## src/rtl/hilo_ctrl.sv

```systemverilog
// hilo_ctrl: sequences mult/div requests to the external multiplier and
// divider, captures their 64-bit result into the architectural HI/LO
// registers, services mthi/mtlo and stalls the control unit while busy.
// Optional WAIT watchdog enabled by defining HILO_TIMEOUT_EN.
module hilo_ctrl #(
  parameter int unsigned TIMEOUT = 40
) (
  input  logic        clk,
  input  logic        Reset,
  input  logic        op_start,
  input  logic        op_sel,
  input  logic [31:0] op_a,
  input  logic [31:0] op_b,
  input  logic        mthi,
  input  logic        mtlo,
  input  logic [31:0] wdata,
  output logic [31:0] A,
  output logic [31:0] B,
  output logic        MultIn,
  input  logic        MultOut,
  input  logic [31:0] mult_hi,
  input  logic [31:0] mult_lo,
  output logic        DivIn,
  input  logic        DivOut,
  input  logic [31:0] div_hi,
  input  logic [31:0] div_lo,
  output logic [31:0] hi,
  output logic [31:0] lo,
  output logic        busy,
  output logic        done,
  output logic        div_zero,
  output logic        timeout
);

  typedef enum logic [1:0] {IDLE, ISSUE, WAIT, DZERO} state_t;

  state_t      state_q, state_d;
  logic        sel_q, sel_d;
  logic [31:0] a_q, a_d, b_q, b_d;
  logic [31:0] hi_q, hi_d, lo_q, lo_d;
  logic        done_q, done_d;
  logic        dz_q, dz_d;
  logic        unit_done;

`ifdef HILO_TIMEOUT_EN
  localparam int unsigned CW = (TIMEOUT < 2) ? 1 : $clog2(TIMEOUT + 1);
  logic [CW-1:0] cnt_q, cnt_d;
  logic          to_q, to_d;
  assign timeout = to_q;
`else
  logic unused_timeout;
  assign unused_timeout = (TIMEOUT != 0);
  assign timeout        = 1'b0;
`endif

  assign unit_done = sel_q ? DivOut : MultOut;

  assign A        = a_q;
  assign B        = b_q;
  assign hi       = hi_q;
  assign lo       = lo_q;
  assign busy     = (state_q != IDLE);
  assign MultIn   = (state_q == ISSUE) && !sel_q;
  assign DivIn    = (state_q == ISSUE) && sel_q;
  assign done     = done_q;
  assign div_zero = dz_q;

  // Next-state, operand/result capture and completion pulses.
  always_comb begin
    state_d = state_q;
    sel_d   = sel_q;
    a_d     = a_q;
    b_d     = b_q;
    hi_d    = hi_q;
    lo_d    = lo_q;
    done_d  = 1'b0;
    dz_d    = 1'b0;
`ifdef HILO_TIMEOUT_EN
    cnt_d   = cnt_q;
    to_d    = 1'b0;
`endif
    case (state_q)
      IDLE: begin
        // Direct writes land first; a result accepted here overwrites later.
        if (mthi) hi_d = wdata;
        if (mtlo) lo_d = wdata;
        if (op_start) begin
          a_d     = op_a;
          b_d     = op_b;
          sel_d   = op_sel;
          state_d = (op_sel && (op_b == '0)) ? DZERO : ISSUE;
        end
      end
      ISSUE: begin
        state_d = WAIT;
`ifdef HILO_TIMEOUT_EN
        cnt_d   = CW'(TIMEOUT);
`endif
      end
      WAIT: begin
        // Done on the final count takes priority over the watchdog.
        if (unit_done) begin
          hi_d    = sel_q ? div_hi : mult_hi;
          lo_d    = sel_q ? div_lo : mult_lo;
          done_d  = 1'b1;
          state_d = IDLE;
        end
`ifdef HILO_TIMEOUT_EN
        else if (cnt_q <= CW'(1)) begin
          to_d    = 1'b1;
          state_d = IDLE;
        end else begin
          cnt_d   = cnt_q - CW'(1);
        end
`endif
      end
      DZERO: begin
        done_d  = 1'b1;
        dz_d    = 1'b1;
        state_d = IDLE;
      end
      default: state_d = IDLE;
    endcase
  end

  // State and datapath registers with synchronous reset.
  always_ff @(posedge clk) begin
    if (Reset) begin
      state_q <= IDLE;
      sel_q   <= 1'b0;
      a_q     <= '0;
      b_q     <= '0;
      hi_q    <= '0;
      lo_q    <= '0;
      done_q  <= 1'b0;
      dz_q    <= 1'b0;
`ifdef HILO_TIMEOUT_EN
      cnt_q   <= '0;
      to_q    <= 1'b0;
`endif
    end else begin
      state_q <= state_d;
      sel_q   <= sel_d;
      a_q     <= a_d;
      b_q     <= b_d;
      hi_q    <= hi_d;
      lo_q    <= lo_d;
      done_q  <= done_d;
      dz_q    <= dz_d;
`ifdef HILO_TIMEOUT_EN
      cnt_q   <= cnt_d;
      to_q    <= to_d;
`endif
    end
  end

endmodule

```

## config.mk

```make
export PLATFORM = sky130hd
export DESIGN_NAME = hilo_ctrl
export DESIGN_NICKNAME = d
export VERILOG_FILES = /design/src/rtl/hilo_ctrl.sv
export SDC_FILE = /design/constraint.sdc
export NUM_CORES = 1
export LEC_CHECK = 0
export ABC_AREA = 1
export BUFFER_PORTS_ARGS = -buffer_cell sky130_fd_sc_hd__buf_2
export CAP_MARGIN = 10
export CORE_AREA = 5 5 138 140
export CTS_CLUSTER_DIAMETER = 80
export DETAILED_ROUTE_END_ITERATION = 7
export DIE_AREA = 0 0 143 145
export PLACE_DENSITY = 0.71
export SYNTH_ARGS = -nofsm -noshare
export SYNTH_HDL_FRONTEND = slang
export SYNTH_SLANG_ARGS = --single-unit
export TNS_END_PERCENT = 50
```

## constraint.sdc

```tcl
create_clock -name clk -period 1.2 [get_ports clk]
set_input_delay 0.12 -clock clk [delete_from_list [all_inputs] [get_ports clk]]
set_output_delay 0.12 -clock clk [all_outputs]
set_load 0.01 [all_outputs]
```

== After elaboration in Yosys (flattened, before gate mapping) ==
Index checks and enable logic that the tools add are counted.

* Flip-flop bits (word level): 133
* Bits in latches: 0
* RAM bits: 0
* Bits in read-only memories: 0
* Input port bits: 232
* Output and inout bits: 134
* Memories kept: 0

* $add $sub $neg: 0
* $mul: 0
* Divide/modulo/power cells: 0
* Order comparisons: 0
* Equal/unequal tests: 7
* Shift-type cells: 0
* Muxes and demuxes: 16
* Bitwise gates (word level): 0
* Reduce and logical (&&, ||, !) cells: 12

{| class="wikitable"
|+ Operator list
! kind !! number
|-
| $mux 32 || 6
|-
| $pmux 32 s2 || 2
|-
| $logic_not 32->1 || 1
|-
| $ne 2x2->1 const B || 4
|-
| $pmux 2 s4 || 1
|-
| $mux 2 || 3
|-
| $reduce_and 3->1 || 2
|-
| $eq 2x2->1 const B || 2
|-
| $reduce_and 2->1 || 2
|-
| $reduce_bool 2->1 || 2
|-
| $logic_and 1x1->1 || 3
|-
| $mux 1 || 3
|-
| $eq 2x1->1 const B || 1
|-
| $logic_not 2->1 || 1
|-
| $pmux 1 s2 || 1
|-
| $logic_not 1->1 || 1
|}

== Longest topological paths before layout ==
* Word-level depth: 5
* Depth in mapped cells: 10
* Gate-level depth less buffers: 8

== Worst setup path before layout ==
No wires, ideal clock.

* Path kind: register -> register
* Start: reg sel_q
* End: reg hi_q[11], in the netlist hi[11]
* Library setup time: 122 ps
* Arrival: 1,151 ps
* Slack: -73 ps
* Stages on the path, launching flop included: 9
* Clock period less this slack: 1,273 ps
* Cells stage by stage: dfxtp_1 -> buf_6 -> inv_2 -> buf_4 -> buf_2 -> nor2_1 -> nor2_1 -> a21oi_1 -> a21oi_2

* Longest elaborated chain between the ends: 3
* Elaborated cells between the ends (all ways): 6

{| class="wikitable"
|+ RTL lines
! item !! line !! RTL
|-
| start: declaration || 38 || <nowiki>logic sel_q, sel_d;</nowiki>
|-
| start signal: assignment || 143 || <nowiki>sel_q <= sel_d;</nowiki>
|-
| $mux 32 or $mux 1 (tied branches) || 103, 56 ||
|-
| $mux 32 or $ne 2x2->1 (tied branches) || n/a ||
|-
| $pmux 32 s2 or $reduce_and 3->1 (tied branches) || n/a ||
|-
| end signal: assignment || 146 || <nowiki>hi_q <= hi_d;</nowiki>
|-
| end: declaration || 40 || <nowiki>logic [31:0] hi_q, hi_d, lo_q, lo_d;</nowiki>
|}

Several ways; a longest one is shown, not always the timed one. The select of a mux whose other input is x is not followed.
A chain may end at the register's enable or synchronous reset.

== Final worst setup path ==
* Start: reg state_q[0]
* End: out MultIn

* Longest elaborated chain between the ends: 2

{| class="wikitable"
|+ RTL lines
! item !! line !! RTL
|-
| start: declaration || 37 || <nowiki>state_t state_q, state_d;</nowiki>
|-
| start signal: assignment || 142 || <nowiki>state_q <= state_d;</nowiki>
|-
| $eq 2x1->1 || 63 || <nowiki>assign MultIn = (state_q == ISSUE) && !sel_q;</nowiki>
|-
| $logic_and 1x1->1 || 63 ||
|-
| end: declaration || 19 || <nowiki>output logic MultIn,</nowiki>
|}

Every way passes these cells.

==> flow_metrics.py <==
metrics = {
    "min_path": {
        "min_from": "op_sel",
        "worstHoldEndpoint": "sel_q",
        "hp-class": "input port to register",
        "holdPathStages": 3,
    },
    "placed_design": {
        "port_buffers": 364,
        "hpwl_um": 17700,
        "dp.cells": 1436,
        "gp_congestion": 0.8997,
    },
    "clocking": {
        "insertion_delay_ns": 0.41,
        "cts_tree": "built",
        "clockBufferDepth": 2,
        "clk_pin_slew_ns": 0.06,
        "clock-sinks": 133,
        "numCtsBuffers": 17,
        "cts_root_buf": "clkbuf_16",
        "cts_max_level": 4,
    },
    "final_layout": {
        "nets": 1545,
        "nFillCells": 1581,
        "fin_cells": 1557,
        "drive_gt1_share_pct": 39.59,
        "area_growth_pct": 71.35,
    },
    "floorplanning": {
        "rows": 49,
        "dieArea_mm2": 0.02074,
        "ioPinCount": 366,
        "die_h_um": 145,
        "initial_utilization_pct": 33.64,
        "die_x_um": 143,
        "coreArea_mm2": 0.01772,
    },
    "global_routing": {
        "grt_pass1_wl_um": 38970,
        "grt_overflow": 0,
        "antenna_found_initial": 2,
        "grt_usage_pct": 23.41,
        "grt_max_degree": 54,
        "grt_pass1_vias": 7520,
    },
    "timing": {
        "maxSlewViolCount": 0,
        "worst_slack_ns": -0.2359,
        "hold_violations": 0,
        "fin_tns_setup_ns": -11.96,
        "min_period_over_period_pct": 119.7,
        "rsz0062_at_grt": "yes",
        "skew_ns": 0.007280,
        "setup_viol": 132,
        "period_needed_ns": 1.436,
        "fmax_mhz": 696.4,
    },
    "critical_path": {
        "timing.rr.start": "state_q[0]",
        "cp.required_ns": 1.08,
        "worst-path-max-fanout": 3,
        "start_kind": "register",
        "worst-r2r-cell-count": 7,
        "endpoint_kind": "primary output",
        "crit_type": "register to primary output",
        "ff2ff_setup_slack_ns": -0.21,
        "crit_arrival_ns": 1.32,
        "critical_path.reg2reg.endpoint": "B[17]",
    },
    "yosys": {
        "ys_warn_count": 0,
        "syn_area_mm2": 0.005961,
        "synth_cell_types": 27,
        "ys_ff_latch": 133,
        "yosysSeqAreaShare_pct": 44.67,
        "avgSynthCellArea_um2": 6.867,
        "syn-num-nets": 1100,
        "postSynthCellCount": 868,
    },
    "status": {
        "outcome": "finished, violations left",
        "violations": "negative setup slack",
    },
    "job": {
        "cap_violations": 0,
    },
    "detailed_routing": {
        "post_drt_via_cell_ratio": 5.008,
        "routed_wl_um": 26360,
        "drc_errors": 0,
        "first_iter_violations": 413,
        "ant_nets": 0,
        "num_vias": 7797,
        "first_pass_iters": 6,
        "route.detailed.wl_per_inst_um": 16.93,
    },
    "power": {
        "intPower_mw": 9.697,
        "vdd_drop_max_uv": 962.8,
        "p_sw_share_pct": 29.93,
        "seq_power_share_pct": 36.6,
        "power_switching_mw": 4.143,
        "p_comb_share_pct": 23.6,
        "p_leak_nw": 4.988,
        "powerDensity_mw_per_mm2": 1355,
        "power.share.clock_pct": 39.9,
    },
}
## cells in the mapped netlist
library cell | n | share of area, %
inv_4 | 1 | 0.11
buf_4 | 13 | 1.6
inv_2 | 6 | 0.38
a21oi_1 | 50 | 4.2
nand4_1 | 1 | 0.11
buf_2 | 16 | 1.3
nor2_4 | 1 | 0.19
o21a_1 | 6 | 0.76
nand2_4 | 3 | 0.57
or2_2 | 1 | 0.11
nand2_2 | 2 | 0.21
nor2_2 | 1 | 0.11
conb_1 | 1 | 0.063
nor2_1 | 274 | 17
nand2_1 | 84 | 5.3
a21oi_2 | 1 | 0.15
dfxtp_1 | 133 | 45
nor3_1 | 1 | 0.084
o21bai_1 | 1 | 0.13
o22ai_1 | 2 | 0.21
buf_6 | 4 | 0.76
o21ai_0 | 192 | 16
o21ai_1 | 18 | 1.5
nand3_1 | 6 | 0.50
clkbuf_1 | 32 | 2.0
inv_1 | 14 | 0.88
o211a_1 | 4 | 0.67
## worst max-delay path: stages (launching register included)
cell and delay, ns:
dfxtp_4 0.37, inv_2 0.06, buf_6 0.12, nor2_4 0.09
inv_2 0.07, nor2_1 0.08, buf_2 0.13
## power groups by stage
stage                     clock, mW  sequential [mW]  combinational (mW)
after floorplan                   0             5.30                1.13
after global placement            0             5.10                2.59
after detailed placement          0             5.11                2.61
after CTS                      5.65             5.03                2.98
after global routing           5.86             5.10                3.55
final                          5.52             5.06                3.26
## cell families (layout without fill, tap and decap cells)
| logic type | count (synthesis) | after routing | share of synthesized area, % |
|---|---|---|---|
| other | 1 | 3 | 0.06291 |
| buffers and inverters | 86 | 544 | 7.116 |
| and+or+nand+nor | 374 | 374 | 24.41 |
| AOI/OAI and AO/OA | 274 | 274 | 23.74 |
| DFF | 133 | 133 | 44.67 |
## registers in the layout, indices dropped and copies added, names as in the netlist
| register | cells |
|---|---|
| B | 32 |
| div_zero | 1 |
| sel_q | 1 |
| A | 32 |
| state_q | 2 |
| lo | 32 |
| hi | 32 |
| done | 1 |
## layer usage
layer / global-route usage (%) / part of all wire, % / vias to the layer above
li1: - / - / 3746
met1: 27.12 / 37 / 3552
met2: 40.58 / 49 / 454
met3: 7.108 / 11 / 45
met4: 8.222 / 2.4 / 0
met5: 0 / 0 / -
## what timing repair did
| item | in CTS | in global routing |
|---|---|---|
| setup buffers | 3 | 4 |
| pin swaps | 3 | 27 |
| hold endpoints to repair | 71 | 0 |
| hold buffers | 71 | 0 |
| setup endpoints to repair | 133 | 134 |
| gates cloned | 4 | 5 |
| gates resized for setup | 43 | 139 |
## placed cells by master (no fill, tap or decap), types with 3 or more instances in the layout
cell | Yosys | routed
inv_6 | 0 | 5
nand2_1 | 84 | 80
inv_2 | 6 | 4
a21oi_2 | 1 | 5
buf_6 | 4 | 8
nor2_1 | 274 | 258
buf_12 | 0 | 18
dfxtp_1 | 133 | 130
nand3_1 | 6 | 6
clkbuf_16 | 0 | 21
o21a_1 | 6 | 6
buf_2 | 16 | 362
nand2_2 | 2 | 3
o21ai_1 | 18 | 78
nand2_8 | 0 | 3
a21oi_1 | 50 | 46
dlygate4sd3_1 | 0 | 71
inv_8 | 0 | 5
buf_4 | 13 | 23
bufinv_16 | 0 | 3
clkinvlp_4 | 0 | 3
inv_1 | 14 | 12
o21ai_0 | 192 | 103
o21ai_2 | 0 | 27
o211a_1 | 4 | 4
buf_16 | 0 | 4
nor2_2 | 1 | 8
nand2_4 | 3 | 3
nor2_4 | 1 | 10
## layout make-up
type	instances	area, um2	share of cell area, %
multi-input cells	649	3149	30.83
repair buffers	491	3371	33.00
well taps	229	286.5	2.805
clock buffers	18	429.2	4.202
inverters	21	111.4	1.090
diodes	2	5.005	0.04900
flip-flops and latches	133	2671	26.15
clock inverters	14	190.2	1.862
## worst max-delay path by stage
stage | cells past startpoint | start | to | slack, ns
floorplan | 7 | state_q[1] | B[22] | -0.01
global placement | 8 | sel_q | lo[23] | -0.15
detailed placement | 8 | state_q[0] | lo[13] | -0.19
CTS | 6 | state_q[0] | DivIn | -0.24
global route | 6 | state_q[0] | MultIn | -0.30
finish | 6 | state_q[0] | MultIn | -0.24
## stage by stage
stage	utilization (%)	setup WS, ns	hold WS [ns]	instance area, um2	power [mW]
3_3_place_gp	46.41	-0.1453	0.3410	8223	7.696
6_report	57.64	-0.2359	0.03368	10210	13.84
3_5_place_dp	46.41	-0.1907	0.3488	8223	7.723
2_1_floorplan	-	-0.01499	0.2549	5996	6.425
4_1_cts	55.23	-0.2430	0.03313	9786	13.65
5_1_grt	57.64	-0.3001	0.06317	10210	14.51
(Power assumes the default switching activity.)
